===== config.mk =====
export PLATFORM = sky130hd
export DESIGN_NAME = irq_priority_ctrl
export DESIGN_NICKNAME = d
export VERILOG_FILES = /design/src/rtl/irq_priority_ctrl.sv
export SDC_FILE = /design/constraint.sdc
export NUM_CORES = 1
export LEC_CHECK = 0
export CORE_UTILIZATION = 47
export DETAILED_ROUTE_END_ITERATION = 10
export GPL_ROUTABILITY_DRIVEN = 0
export HOLD_SLACK_MARGIN = 0.03
export PLACE_DENSITY = 0.93
export RECOVER_POWER = 50
export SLEW_MARGIN = 20
export SYNTH_ARGS = -nofsm -noshare
export SYNTH_HDL_FRONTEND = slang
export SYNTH_SLANG_ARGS = --single-unit

===== constraint.sdc =====
create_clock -name MCLK -period 4.19 [get_ports MCLK]
set_input_delay 0.838 -clock MCLK [delete_from_list [all_inputs] [get_ports MCLK]]
set_output_delay 0.838 -clock MCLK [all_outputs]
set_load 0.05 [all_outputs]

===== src/rtl/irq_priority_ctrl.sv =====
// irq_priority_ctrl: multi-channel maskable interrupt controller.
// Edge-detects N_CHANNELS request lines into IFG flags, masks them with IE,
// picks the highest pending channel index and runs the INT/INTACK handshake
// with the CPU, auto-clearing the serviced flag on acknowledge.
// Optional build macro: IRQ_EDGE_SELECT_EN adds the IES register at
// BASE_ADDR+4, which selects a rising (0) or falling (1) edge per channel.
//
// Handshake: INT is raised in REQ with IntAddrLSBs held stable; the CPU
// answers with INTACK=1, which clears IFG[sel] and moves to ACK
// (irq_active=1); INTACK returning to 0 releases the controller to IDLE.
module irq_priority_ctrl #(
  parameter int          N_CHANNELS  = 8,
  parameter logic [15:0] BASE_ADDR   = 16'h0100,
  parameter logic [5:0]  VECTOR_BASE = 6'd32
) (
  input  logic                  MCLK,
  input  logic                  reset,
  input  logic [N_CHANNELS-1:0] irq_in,
  input  logic [15:0]           MAB,
  input  logic [15:0]           MDBwr,
  input  logic                  MW,
  input  logic                  BW,
  output logic [15:0]           MDBrd,
  output logic                  INT,
  output logic [5:0]            IntAddrLSBs,
  input  logic                  INTACK,
  output logic                  irq_active
);

  localparam logic [15:0] IE_ADDR  = BASE_ADDR;
  localparam logic [15:0] IFG_ADDR = BASE_ADDR + 16'd2;
`ifdef IRQ_EDGE_SELECT_EN
  localparam logic [15:0] IES_ADDR = BASE_ADDR + 16'd4;
`endif

  typedef enum logic [1:0] {
    ST_IDLE = 2'd0,
    ST_REQ  = 2'd1,
    ST_ACK  = 2'd2
  } state_t;

  state_t                  state_q, state_d;
  logic [N_CHANNELS-1:0]   ie_q, ie_d;
  logic [N_CHANNELS-1:0]   ifg_q, ifg_d;
  logic [N_CHANNELS-1:0]   prev_q, prev_d;
  logic [3:0]              sel_q, sel_d;
`ifdef IRQ_EDGE_SELECT_EN
  logic [N_CHANNELS-1:0]   ies_q, ies_d;
  logic                    hit_ies;
`endif

  logic                    hit_ie, hit_ifg;
  logic                    wr_lo, wr_hi;
  logic [N_CHANNELS-1:0]   hw_set;
  logic [N_CHANNELS-1:0]   ack_clr;
  logic [N_CHANNELS-1:0]   pend;
  logic [3:0]              win_idx;
  logic [15:0]             ifg_next_w, ie_next_w;
  logic [15:0]             sel_onehot;

  // Merge a byte/word write into an N-bit register; bits >= N_CHANNELS drop.
  function automatic logic [N_CHANNELS-1:0] merge_write(
    input logic [N_CHANNELS-1:0] cur,
    input logic                  lo,
    input logic                  hi,
    input logic [15:0]           data
  );
    logic [15:0] word;
    word = 16'(cur);
    if (lo) word[7:0]  = data[7:0];
    if (hi) word[15:8] = data[15:8];
    return word[N_CHANNELS-1:0];
  endfunction

  // Word-granular address decode; MAB[0] only picks the byte lane.
  assign hit_ie  = (MAB[15:1] == IE_ADDR[15:1]);
  assign hit_ifg = (MAB[15:1] == IFG_ADDR[15:1]);
`ifdef IRQ_EDGE_SELECT_EN
  assign hit_ies = (MAB[15:1] == IES_ADDR[15:1]);
`endif

  // Low lane: word or byte write at an even address. High lane: word write
  // at an even address or byte write at an odd one. Odd word writes are ignored.
  assign wr_lo = MW & ~MAB[0];
  assign wr_hi = MW & (BW ? MAB[0] : ~MAB[0]);

  // Hardware flag-set pulses from the selected edge of each request line.
`ifdef IRQ_EDGE_SELECT_EN
  assign hw_set = (irq_in & ~prev_q & ~ies_q) | (~irq_in & prev_q & ies_q);
`else
  assign hw_set = irq_in & ~prev_q;
`endif

  // Auto-clear mask for the flag being acknowledged this cycle.
  assign sel_onehot = 16'h0001 << sel_q;
  assign ack_clr    = (state_q == ST_REQ && INTACK) ? sel_onehot[N_CHANNELS-1:0]
                                                    : '0;

  // Highest pending channel index wins.
  always_comb begin
    pend    = ifg_q & ie_q;
    win_idx = '0;
    for (int k = 0; k < N_CHANNELS; k++) begin
      if (pend[k]) win_idx = 4'(k);
    end
  end

  // Register next values: software write, then auto-clear, then hardware set
  // so a simultaneous edge always survives a clear.
  always_comb begin
    ie_d   = ie_q;
    ifg_d  = ifg_q;
    prev_d = irq_in;
    if (hit_ie)  ie_d  = merge_write(ie_q, wr_lo, wr_hi, MDBwr);
    if (hit_ifg) ifg_d = merge_write(ifg_q, wr_lo, wr_hi, MDBwr);
    ifg_d = (ifg_d & ~ack_clr) | hw_set;
  end

`ifdef IRQ_EDGE_SELECT_EN
  // Edge-polarity register next value.
  always_comb begin
    ies_d = ies_q;
    if (hit_ies) ies_d = merge_write(ies_q, wr_lo, wr_hi, MDBwr);
  end
`endif

  assign ifg_next_w = 16'(ifg_d);
  assign ie_next_w  = 16'(ie_d);

  // Handshake FSM next state; the selection is latched only on leaving IDLE.
  always_comb begin
    state_d = state_q;
    sel_d   = sel_q;
    case (state_q)
      ST_IDLE: begin
        if (|pend) begin
          sel_d   = win_idx;
          state_d = ST_REQ;
        end
      end
      ST_REQ: begin
        if (INTACK) begin
          state_d = ST_ACK;
        end else if (!ifg_next_w[sel_q] || !ie_next_w[sel_q]) begin
          // Software withdrew the request; abandon it without a vector.
          state_d = ST_IDLE;
        end
      end
      ST_ACK: begin
        if (!INTACK) state_d = ST_IDLE;
      end
      default: state_d = ST_IDLE;
    endcase
  end

  // State and register flops.
  always_ff @(posedge MCLK) begin
    if (reset) begin
      state_q <= ST_IDLE;
      ie_q    <= '0;
      ifg_q   <= '0;
      prev_q  <= '0;
      sel_q   <= '0;
`ifdef IRQ_EDGE_SELECT_EN
      ies_q   <= '0;
`endif
    end else begin
      state_q <= state_d;
      ie_q    <= ie_d;
      ifg_q   <= ifg_d;
      prev_q  <= prev_d;
      sel_q   <= sel_d;
`ifdef IRQ_EDGE_SELECT_EN
      ies_q   <= ies_d;
`endif
    end
  end

  // CPU-facing outputs decoded from the handshake state.
  assign INT         = (state_q == ST_REQ);
  assign irq_active  = (state_q == ST_ACK);
  assign IntAddrLSBs = VECTOR_BASE + {2'b00, sel_q};

  // Side-effect-free register read mux.
  always_comb begin
    MDBrd = '0;
    if (hit_ie)  MDBrd = 16'(ie_q);
    if (hit_ifg) MDBrd = 16'(ifg_q);
`ifdef IRQ_EDGE_SELECT_EN
    if (hit_ies) MDBrd = 16'(ies_q);
`endif
  end

endmodule


**Word level (Yosys, flattened, before mapping)**

Cells that the tools add are included.

- Register bits after elaboration: 30
- Bits of input ports: 45
- Output and inout bits: 24
- Logic and storage cells: 54

- $add $sub $neg: 1
- Magnitude comparators: 1
- Eq/ne operators: 7
- Shift-type cells: 1
- Mux-type cells: 23
- Bitwise logic cells: 8
- Reductions and logical operators: 8

Operator list:

| operator | number |
|---|---|
| two-way mux 8 bit | 6 |
| equality test 15 x 8 -> 1 bit, second input constant | 2 |
| bitwise AND 8 bit | 3 |
| two-way mux 4 bit | 6 |
| two-way mux 16 bit | 1 |
| NOT 8 bit | 2 |
| binary-select mux 1 bit (select 4 bit) | 2 |
| two-way mux 2 bit | 4 |
| OR 8 bit | 1 |
| OR reduction 8 bit | 1 |
| left shift 1 x 4 -> 8 bit, first input constant | 1 |
| adder 6 x 4 -> 6 bit, first input constant | 1 |
| one-hot mux 2 bit (3 select lines) | 1 |
| less-than comparator 4 x 5 -> 1 bit, second input constant | 1 |
| inequality test 2 bit, second input constant | 2 |
| two-way mux 1 bit | 3 |
| inequality test 3 x 1 -> 1 bit, second input constant | 1 |
| AND reduction 3 bit | 1 |
| equality test 2 x 1 -> 1 bit, second input constant | 1 |
| equality test 2 bit, second input constant | 1 |
| logical NOT 1 bit | 2 |
| logical NOT 2 bit | 1 |
| AND reduction 2 bit | 1 |
| bitwise AND 1 bit | 1 |
| other kinds (3) | 3 |

**Logic depth before layout (Yosys ltp)**

- Depth in word-level cells: 13
- Mapped depth: 9
- Gate-level depth less buffers: 8

**Least setup slack after synthesis**

No wires, ideal clock.

- Path kind: input to output
- Start: input port MAB[6]
- End: output port MDBrd[0]
- Arrival: 2.187 ns
- Required time: 3.352 ns
- Slack: 1.165 ns
- Cell stages on the path: 3
- Buffers on the path: 0
- Path through: nor4_4 > nand4_1 > nor2_1

- Longest elaborated chain between the ends: 3
- Elaborated cells on any way between the ends: 4
- Those cells by class: 2 x eq/ne; 2 x mux

RTL lines:

| what | RTL line | source |
|---|---|---|
| start, declared | 19 | `input logic [15:0] MAB,` |
| equality test 15 x 8 -> 1 bit | 76 | `assign hit_ie = (MAB[15:1] == IE_ADDR[15:1]);` |
| two-way mux 8 bit | 187 | `if (hit_ie) MDBrd = 16'(ie_q);` |
| two-way mux 16 bit * | 188 | `if (hit_ifg) MDBrd = 16'(ifg_q);` |
| end, declared | 23 | `output logic [15:0] MDBrd,` |

Mark *: on every way between the ends. The rest lies on a longest branch, timed or not.

**Final worst setup path**

- Start: input port MAB[10]
- End: register state_q[0]

- Longest elaborated chain between the ends: 10
- Elaborated cells on any way between the ends: 15
- Those cells by class: 3 x eq/ne; 6 x mux; 2 x bitwise; 4 x reduce/logical

RTL lines:

| what | RTL line | source |
|---|---|---|
| equality test 15 x 8 -> 1 bit | 77 | `assign hit_ifg = (MAB[15:1] == IFG_ADDR[15:1]);` |
| two-way mux 8 bit | 115 | `if (hit_ifg) ifg_d = merge_write(ifg_q, wr_lo, wr_hi, MDBwr);` |
| bitwise AND 8 bit | 116 | `ifg_d = (ifg_d & ~ack_clr) \| hw_set;` |
| OR 8 bit | 116 |  |
| binary-select mux 1 bit (select 4 bit) | 144 | `end else if (!ifg_next_w[sel_q] \|\| !ie_next_w[sel_q]) begin` |
| two-way mux 1 bit (implied by the code) | 144 |  |
| logical NOT 1 bit | 144 |  |
| logical OR 1 bit * | 144 |  |
| inequality test 3 x 1 -> 1 bit (no line) * | - |  |
| AND reduction 3 bit (no line) * | - |  |
| end signal, assigned | 168 | `state_q <= state_d;` |
| end, declared | 42 | `state_t state_q, state_d;` |

Mark *: on every way between the ends. The rest lies on a longest branch, timed or not. The select of a mux whose other input is x is not followed.
A chain may end at the register's enable or synchronous reset.

==> metrics.yaml <==
outcome:
  status: "finished, final reports clean"
timing:
  period_needed_ps: 3580
  max_freq_mhz: 279
  tns_ps: 0
  hold_viol: 0
  finalCritPeriodShare: 0.855
  timing.slew.headroom: 0.410
  rsz0062_at_grt: "no"
  tightest_slew_ps: 882
  clock_skew_ps: 7.14
  setup_violations: 0
  timing.final.ws_setup_ps: 609
  drv_slew: 0
logic_synthesis:
  netlist.area_leader.share: 0.331
  ys_top_cells_by_count: "dfxtp_1, nor2_1, mux2i_1, nand2_1, nor2b_1"
  ys_seq_area_frac: 0.331
  synth-simple-area-share: 0.279
  synth_compound_area_frac: 0.174
  syn_area_um2: 1750
  synth_edf_count: 0
  ys.flop_type: "dfxtp_1"
  synth.avg_cell_area_um2: 8.68
  synthXorXnorAreaFrac: 0
  synth_top_family_by_area: "simple AND/OR/NAND/NOR gates"
  synth_top_area_cell: "dfxtp_1"
  synth-adder-area-share: 0
  synthDistinctLibCells: 48
  synthArstFlopShare: 0
  ys_warn_count: 0
  yosys-top-cells-area: "dfxtp_1, mux2i_1, nor2_1, buf_4, nor2b_1"
  syn_inst: 202
  synth-seq-cells: 29
  synthMuxAreaShare: 0.131
critical_path:
  worst_ep_required_time_ps: 4330
  r2r_cells: 7
  cp_slowest_stage_delay_ps: 710
  crit_path_end_kind: "register"
  r2r-end: "state_q[0]"
  cp_data_arrival_time_ps: 3730
  critPathKind: "in -> reg"
  crit_fanout: 8
  rrSetupSlack_ps: 2110
  cp-endpoint: "state_q[0]"
  cp-start-kind: "primary input"
  rr_startpoint: "sel_q[2]"
  crit_chain: "dlygate4sd3_1 > nor4b_4 > nand4_4 > nor2_1 > mux4_2 > a2bb2oi_1 > nand4_1 > o31a_1 > o22ai_2"
  cpMaxStageDelayCell: "nor2_1"
  critical_path.startpoint: "MAB[10]"
route:
  drc: 0
  vias: 1642
  drtIter0Drc: 105
  drt-total-wl_mm: 4.32
  wire_per_inst_um: 14.5
  drtAntennaViolNets: 0
  routed_via_density: 5.53
  first_pass_iters: 4
clock_tree:
  cts_tree: "yes"
  cts.hold.buffers_added: 0
  clk_path_buf_depth: 2
  cts_setup_buffers: 0
  clockRootBuffer: "clkbuf_8"
  htreeDepth: 2
  cts_sinks: 29
  numCtsBuffers: 5
  clock_latency_ps: 290
  post_cts_resized: 0
  clk_pin_slew_ps: 60
global_route:
  met3_usage: 0.0688
  antenna_found_initial: 0
  gr-usage-met1: 0.259
  grt_pass1_vias: 1701
  busiest_layer: "met2"
  grt_max_degree: 22
  grt_overflow: 0
  use_met2: 0.395
  grt_use_total: 0.238
  grt_pass1_wl_mm: 7.20
cells_and_area:
  drive_gt1_frac: 0.0956
  diodes: 0
  fillCellCount: 295
  area_delta_synth_final_pct: 29.9
  finalInstanceArea_um2: 2280
  fin_nets: 295
placed_design:
  hpwl_mm: 3.26
  port_buffers: 48
  placed_cell_area_um2: 2210
  pre_cts_slack_ps: 746
die:
  dieArea_um2: 3980
  rows: 21
  start_util: 0.510
  io_pins: 69
  core_um2: 3440
  die_y_um: 63.1
  dieWidth_um: 63.1
power:
  power_density_nw_per_um2: 271
  power_leakage_nw: 0.916
  ir_worst_vdd_mv: 0.226
  power_uw: 617
flow_run:
  cap_violations: 0
hold_path:
  hp-class: "reg -> reg"
worst min path at each step:
stage,start,end,slack [ps],cells after the start
6_report,ie_q[4],ie_q[4],490,2
3_5_place_dp,ie_q[4],ie_q[4],490,2
5_1_grt,ie_q[4],ie_q[4],530,2
4_1_cts,ie_q[4],ie_q[4],500,2
2_1_floorplan,ie_q[4],ie_q[4],450,2
3_3_place_gp,ie_q[4],ie_q[4],480,2
per-stage QoR:
step | utilization | instances | hold slack [ps]
4_1_cts | 0.665 | 297 | 496
6_report | 0.662 | 297 | 495
3_3_place_gp | 0.642 | 289 | 481
3_5_place_dp | 0.642 | 289 | 486
5_1_grt | 0.662 | 297 | 530
2_1_floorplan | - | 211 | 454
cell families after synthesis:
group	after synthesis
other	2
flip-flops	29
AND/OR/NAND/NOR	82
multiplexers	21
buffers and inverters	26
AO/OA/AOI/OAI	42
sequential cells by signal, indices dropped and copies added (netlist names):
register,cells
ie_q,8
ifg_q,8
prev_q,8
sel_q,3
state_q,2
layout by cell type (no fill, tap or decap), types with 2 or more instances in the layout:
cell type / n
nand4_1: 2
clkbuf_8: 5
a21oi_1: 5
a22o_1: 2
a2bb2oi_1: 2
buf_4: 9
clkbuf_1: 4
nor2_1: 30
o31ai_1: 2
dfxtp_1: 29
nand2_1: 12
a221oi_1: 4
conb_1: 11
mux2_2: 2
inv_1: 8
o21a_1: 4
nor2b_1: 12
nor3_1: 5
dlygate4sd3_1: 3
clkdlybuf4s50_1: 37
nand3_1: 3
mux2i_1: 17
o21ai_0: 9
a22oi_1: 4
and2_1: 3
nand2b_1: 4
nor4b_4: 2
final cells by class:
class / count / area, um2 / share of cell area
clock buffer: 8 / 80.1 / 0.0351
inverter: 8 / 30.0 / 0.0132
multi-input combinational: 156 / 1060 / 0.465
sequential: 29 / 581 / 0.255
tap: 46 / 57.6 / 0.0253
timing repair buffer: 50 / 472 / 0.207
metal layers:
layer  vias to the layer above  wire [um]
met1                       765       1770
li1                        794          -
met5                         -          0
met2                        65       2070
met4                         0        150
met3                        18        324
where the power goes:
group          total (mW)  internal [mW]  leakage [nW]  switching, mW
combinational       0.103         0.0487         0.638         0.0543
clock               0.221          0.118        0.0395          0.103
sequential          0.293          0.286         0.238        0.00720
total               0.617          0.452         0.916          0.164
critical path, delay by kind of cell:
kind                   cells  cell delay (ps)
and+or+nand+nor            4             1330
muxes                      1              590
buffers and inverters      1              600
AOI/OAI and AO/OA          3              360
(Power assumes the default switching activity.)
